## src/rtl/ram_arbiter.sv

```systemverilog
// Two-port arbiter sharing a single-port data RAM between fetch and LSU.
// Define RAM_ARB_FIXED_PRIO_EN for fixed port-0 priority (default: round-robin).
module ram_arbiter #(
  parameter int AW = 8,
  parameter int DW = 16
) (
  input  logic          clk,
  input  logic          rst,
  input  logic          req0,
  input  logic          req1,
  input  logic          we0,
  input  logic          we1,
  input  logic [AW-1:0] addr0,
  input  logic [AW-1:0] addr1,
  input  logic [DW-1:0] wdata0,
  input  logic [DW-1:0] wdata1,
  output logic          gnt0,
  output logic          gnt1,
  output logic          rvalid0,
  output logic          rvalid1,
  output logic [DW-1:0] rdata0,
  output logic [DW-1:0] rdata1,
  output logic          busy,
  output logic          ram_we,
  output logic [AW-1:0] ram_addr,
  output logic [DW-1:0] ram_din,
  input  logic [DW-1:0] ram_dout
);

  typedef enum logic [1:0] {
    IDLE,
    GRANT,
    RWAIT
  } state_t;

  state_t state;
  logic   own;
  logic   pick1;

`ifdef RAM_ARB_FIXED_PRIO_EN
  assign pick1 = req1 & ~req0;
`else
  logic last;
  assign pick1 = req1 & (~req0 | ~last);
`endif

  assign busy = (state != IDLE);

  // Arbitration, RAM command registers and read-return sequencing
  always_ff @(posedge clk) begin
    if (rst) begin
      state    <= IDLE;
      own      <= 1'b0;
`ifndef RAM_ARB_FIXED_PRIO_EN
      last     <= 1'b1;
`endif
      gnt0     <= 1'b0;
      gnt1     <= 1'b0;
      rvalid0  <= 1'b0;
      rvalid1  <= 1'b0;
      rdata0   <= '0;
      rdata1   <= '0;
      ram_we   <= 1'b0;
      ram_addr <= '0;
      ram_din  <= '0;
    end else begin
      gnt0    <= 1'b0;
      gnt1    <= 1'b0;
      rvalid0 <= 1'b0;
      rvalid1 <= 1'b0;
      ram_we  <= 1'b0;
      unique case (state)
        IDLE: begin
          if (req0 | req1) begin
            own      <= pick1;
`ifndef RAM_ARB_FIXED_PRIO_EN
            last     <= pick1;
`endif
            ram_addr <= pick1 ? addr1 : addr0;
            ram_we   <= pick1 ? we1 : we0;
            ram_din  <= pick1 ? wdata1 : wdata0;
            gnt0     <= ~pick1;
            gnt1     <= pick1;
            state    <= GRANT;
          end
        end
        GRANT: begin
          state <= ram_we ? IDLE : RWAIT;
        end
        RWAIT: begin
          if (own) begin
            rdata1  <= ram_dout;
            rvalid1 <= 1'b1;
          end else begin
            rdata0  <= ram_dout;
            rvalid0 <= 1'b1;
          end
          state <= IDLE;
        end
        default: state <= IDLE;
      endcase
    end
  end

endmodule
```

## config.mk

```make
export PLATFORM = sky130hd
export DESIGN_NAME = ram_arbiter
export DESIGN_NICKNAME = d
export VERILOG_FILES = /design/src/rtl/ram_arbiter.sv
export SDC_FILE = /design/constraint.sdc
export NUM_CORES = 1
export LEC_CHECK = 0
export ABC_CLOCK_PERIOD_IN_PS = 1500
export BUFFER_PORTS_ARGS = -buffer_cell sky130_fd_sc_hd__clkbuf_2
export CAP_MARGIN = 5
export CORE_ASPECT_RATIO = 0.7
export CORE_MARGIN = 2
export CORE_UTILIZATION = 46
export CTS_CLUSTER_SIZE = 24
export DETAILED_ROUTE_END_ITERATION = 16
export GPL_TIMING_DRIVEN = 0
export HOLD_SLACK_MARGIN = 0.02
export PLACE_DENSITY = 0.84
export SYNTH_ARGS = -nofsm -noshare
export SYNTH_HDL_FRONTEND = slang
export SYNTH_SLANG_ARGS = --single-unit
```

## constraint.sdc

```tcl
create_clock -name clk -period 1.5 [get_ports clk]
set_input_delay 0.3 -clock clk [delete_from_list [all_inputs] [get_ports clk]]
set_output_delay 0.3 -clock clk [all_outputs]
set_load 0.01 [all_outputs]
```

Word-level counts from Yosys, hierarchy flattened --
Index checks and enable logic that the tools add are counted.
Cells by class: eq/ne operators 3, multiplexer cells 8, bitwise operators 10, reductions and logical operators 7
Operators with widths (count):
- two-way mux 16 bit | 1
- two-way mux 8 bit | 1
- NOT 1 bit | 7
- AND reduction 2 bit | 3
- two-way mux 2 bit | 2
- case mux 2 bit (2 select lines) | 1
- two-way mux 1 bit | 3
- OR reduction 3 bit | 1
- == test 2 x 1 -> 1 bit (second input constant) | 1
- == test 2 bit (second input constant) | 1
- zero test 2 bit | 1
- != test 2 bit (second input constant) | 1
- OR 1 bit | 2
- nonzero test 2 bit | 1
- OR reduction 2 bit | 1
- bitwise AND 1 bit | 1
Word-level totals: bits in registers 65, bits of input ports 70, output and inout port bits 62, word-level logic and storage cells 40

Logic depth before layout (Yosys ltp) --
word-level depth 4, gate-level depth with buffers 5, depth with buffers taken out 4

Worst setup path after synthesis --
No wires, ideal clock.
path type reg2reg, from reg state[1], to reg rdata0[10], library setup time 0.132 ns, arrival 1.108 ns, data required time 1.368 ns, path slack 0.260 ns, cell stages (with the launch flop) 6, path buffers 2, cells stage by stage dfxtp_1 -> or3b_1 -> buf_2 -> buf_6 -> nand2_1 -> a21oi_1
On the way: longest elaborated chain between the ends 2
RTL lines:
- start, declared | RTL line 36 | state_t state;
- start signal, assigned | RTL line 88 | state <= ram_we ? IDLE : RWAIT;
- == test 2 bit | RTL line 72 | unique case (state)
- AND reduction 2 bit (no source line)
- end signal, assigned | RTL line 95 | rdata0 <= ram_dout;
- end, declared | RTL line 21 | output logic [DW-1:0] rdata0,
No other way between the ends. A chain may end at the register's enable or synchronous reset.

Worst setup path in the final report --
from reg state[0], to out busy
On the way: longest elaborated chain between the ends 1
RTL lines:
- nonzero test 2 bit | RTL line 47 | assign busy = (state != IDLE);
- end, declared | RTL line 23 | output logic busy,
No other way between the ends.

==> reports/qor.yml <==
placement:
  numPlacedInstances: 515
  gpl.final_weighted_congestion: 0.828
  portBuffers: 130
  dpl.hpwl_mm: 5.88
  place_worst_setup_slack_ns: 0.0716
  placed_area_sq_um: 3530
detailed_routing:
  drtAntennaViolNets: 0
  drc: 0
  drt-pass1-iter-count: 4
  via_count: 2740
  drt-wirelength-per-cell_um: 14.7
  drt_iter0_markers: 100
  avg_vias_per_cell: 5.16
  postRouteWirelength_mm: 7.81
setup_path:
  crit_required_ns: 1.20
  r2r_start: "own"
  crit_path_max_incr_delay_ns: 0.40
  worstRegToRegCells: 4
  crit_path_top_delay_cell: "sky130_fd_sc_hd__dfxtp_2"
  timing.critical_path.max_delay_family: "flip-flops"
  worstSetupEndpointType: "output port"
  worst_setup_path_start_kind: "flip-flop"
  r2r-end: "rdata0[13]"
  timing.critical_path.arrival_ns: 1.13
  setup.reg_to_reg.worst_slack_ns: 0.12
  timing.setup.critical_path_class: "reg2out"
  timing.critical_path.buf_inv: 2
  crit_chain: "nor2_2 > inv_1 > clkbuf_2"
  crit_start: "state[0]"
  timing.critical_path.fanout_max: 6
timing:
  final_period_minus_worst_setup_slack_ns: 1.43
  finClkSkew_ns: 0.0132
  slew_viol_final: 0
  unrepaired_setup_endpoints_after_global_routing: "false"
  timing.final.setup_violations: 0
  worstMarginPinSlew_ns: 0.722
  setup-tns-final_ns: 0
  ratio_of_final_minimum_period_to_clock_period_pct: 95.2
  maxClockFrequency_mhz: 700
  final_critical_path_setup_slack_ns: 0.0717
  finalHoldWorstSlack_ns: 0.185
  final-hold-violation-count: 0
  worst_slew_margin_rel_pct: 51.9
final_layout:
  fin_area_sq_um: 3800
  finish.cell_count_without_fillers: 531
  post_route_cells_drive_above_1_share_pct: 46.1
  post-route-util_pct: 65.7
  fill_cells: 473
  synthToLayoutAreaGrowth_pct: 36.3
  n_antenna_cell: 0
  finalNetCount: 521
power_and_ir_drop:
  ir_worst_vdd_mv: 0.699
  finalPower_mw: 4.69
  power.static_leakage_nw: 1.68
  p_per_area_nw_per_um2: 1230
die:
  floorplan.initialDensity_pct: 48.2
  rows: 23
  boundaryPins: 132
  design.core.area_sq_um: 5780
  die-width_um: 97.1
  die_height_um: 69.1
  floorplan.die_area_sq_um: 6710
min_path:
  timing.hold.worst_path_depth: 3
  timing.hold.worst_endpoint: "rdata1[13]"
  worst_hold_startpoint: "ram_dout[13]"
  min_path_type: "in2reg"
synthesis:
  post_synth_inst_count: 310
  post_synth_instance_area_sq_um: 2790
  ys_warn_count: 0
  postSynth.topFlopCell: "sky130_fd_sc_hd__dfxtp_1"
  synth-edff-count: 0
  syn-mean-instance-area_sq_um: 9.00
  synth_unique_cells: 29
  proportion_of_synthesized_flip_flops_having_asynchronous_set_or_reset_pct: 0
  synth.ff_latch_count: 65
  synth-seq-area-share_pct: 46.7
  synthesis.nets: 380
clocking:
  cts_root_buf: "sky130_fd_sc_hd__clkbuf_8"
  path_clk_slew_ns: 0.07
  cts_sink_count: 65
  tritoncts: "built"
  cts.htree.levels: 3
  max-clock-path-buffers: 2
  cts_hold_buf: 0
  worst_skew_late_latency_ns: 0.35
  numCtsBuffers: 9
global_route:
  first_global_vias: 2616
  grt_max_degree: 13
  grt_remaining_overflow: 0
  antenna_found_initial: 0
  grt_usage_pct: 23.4
  grt_pass1_wl_mm: 12.8
job:
  maxCapViolCount: 0
outcome:
  outcome: "complete, no violations"
## area by class of cell
| cell class | instances | area (sq um) | share of cell area [%] |
|---|---|---|---|
| Sequential cell | 65 | 1300 | 34.3 |
| Multi-Input combinational cell | 218 | 1290 | 33.8 |
| Timing Repair Buffer | 130 | 651 | 17.1 |
| Buffer | 26 | 198 | 5.20 |
| Clock inverter | 7 | 143 | 3.75 |
| Clock buffer | 9 | 124 | 3.26 |
| Tap cell | 75 | 93.8 | 2.47 |
| Inverter | 1 | 3.75 | 0.0987 |
## worst register-to-register path: stages (launching register included)
cell	delay, ns
sky130_fd_sc_hd__dfxtp_1	0.36
sky130_fd_sc_hd__nor3b_4	0.35
sky130_fd_sc_hd__buf_2	0.29
sky130_fd_sc_hd__nand2_1	0.12
sky130_fd_sc_hd__a21oi_1	0.18
## repair_timing
action,CTS,global route
endpoints found under the setup margin,1,2
setup buffers,0,0
resized for setup,1,1
## state kept, by name, summed over array words and instances (netlist names)
signal,count
gnt0,1
gnt1,1
last,1
own,1
ram_addr,8
ram_din,16
ram_we,1
rdata0,16
rdata1,16
rvalid0,1
rvalid1,1
state,2
## cells in the mapped netlist (3+ instances only)
| master | count | area [sq um] |
|---|---|---|
| sky130_fd_sc_hd__nor3_1 | 3 | 15.0 |
| sky130_fd_sc_hd__a21oi_1 | 38 | 190 |
| sky130_fd_sc_hd__dfxtp_1 | 65 | 1300 |
| sky130_fd_sc_hd__buf_4 | 8 | 60.1 |
| sky130_fd_sc_hd__buf_6 | 4 | 45.0 |
| sky130_fd_sc_hd__clkbuf_1 | 6 | 22.5 |
| sky130_fd_sc_hd__nor2_1 | 4 | 15.0 |
| sky130_fd_sc_hd__nand2_1 | 116 | 435 |
| sky130_fd_sc_hd__buf_2 | 5 | 25.0 |
| sky130_fd_sc_hd__a311oi_2 | 19 | 285 |
| sky130_fd_sc_hd__a21oi_2 | 19 | 166 |
| sky130_fd_sc_hd__a311oi_1 | 5 | 43.8 |
## kinds of logic after synthesis
family	synth area share, %
AND/OR/NAND/NOR	19.7
AO/OA/AOI/OAI	26.5
flip-flops	46.7
buffers and inverters	7.22
## power by group
part	switching [mW]	internal [mW]
Clock	0.700	1.27
Combinational	0.443	0.356
Sequential	0.0788	1.84
Total	1.22	3.47
## per-layer routing
layer | GRT usage, % | part of all wire (%)
met1 | 31.1 | 45
met2 | 37.3 | 47
met3 | 6.59 | 5.9
met4 | 7.20 | 1.7
met5 | 0 | 0
## worst max-delay path by stage
stage          slack (ns)           to  cells after the start
6_report             0.07         busy                      3
5_1_grt            0.0003         busy                      3
4_1_cts              0.02         busy                      3
3_5_place_dp         0.07   ram_din[6]                      5
3_3_place_gp         0.13  ram_addr[2]                      5
2_1_floorplan        0.26   rdata0[10]                      5
## cell usage in the layout, fill, tap and decap left out
| master | n |
|---|---|
| sky130_fd_sc_hd__a21bo_1 | 1 |
| sky130_fd_sc_hd__a21boi_4 | 1 |
| sky130_fd_sc_hd__a21oi_1 | 38 |
| sky130_fd_sc_hd__a21oi_2 | 19 |
| sky130_fd_sc_hd__a221o_1 | 1 |
| sky130_fd_sc_hd__a2bb2oi_1 | 1 |
| sky130_fd_sc_hd__a311oi_1 | 5 |
| sky130_fd_sc_hd__a311oi_2 | 19 |
| sky130_fd_sc_hd__and3b_1 | 1 |
| sky130_fd_sc_hd__buf_12 | 2 |
| sky130_fd_sc_hd__buf_2 | 5 |
| sky130_fd_sc_hd__buf_4 | 8 |
| sky130_fd_sc_hd__buf_6 | 4 |
| sky130_fd_sc_hd__bufinv_16 | 4 |
| sky130_fd_sc_hd__clkbuf_1 | 6 |
| sky130_fd_sc_hd__clkbuf_2 | 131 |
| sky130_fd_sc_hd__clkbuf_8 | 9 |
| sky130_fd_sc_hd__clkinv_2 | 1 |
| sky130_fd_sc_hd__clkinv_4 | 2 |
| sky130_fd_sc_hd__dfxtp_1 | 63 |
| sky130_fd_sc_hd__dfxtp_2 | 2 |
| sky130_fd_sc_hd__inv_1 | 1 |
| sky130_fd_sc_hd__nand2_1 | 116 |
| sky130_fd_sc_hd__nand3b_1 | 1 |
| sky130_fd_sc_hd__nor2_1 | 4 |
| sky130_fd_sc_hd__nor2_2 | 1 |
| sky130_fd_sc_hd__nor2_4 | 1 |
| sky130_fd_sc_hd__nor2b_1 | 1 |
| sky130_fd_sc_hd__nor3_1 | 3 |
| sky130_fd_sc_hd__nor3b_4 | 1 |
| sky130_fd_sc_hd__nor4b_1 | 1 |
| sky130_fd_sc_hd__o21ai_0 | 1 |
| sky130_fd_sc_hd__or2_1 | 1 |
| sky130_fd_sc_hd__or3b_1 | 1 |
No activity file was read; power rests on OpenSTA's default activity.
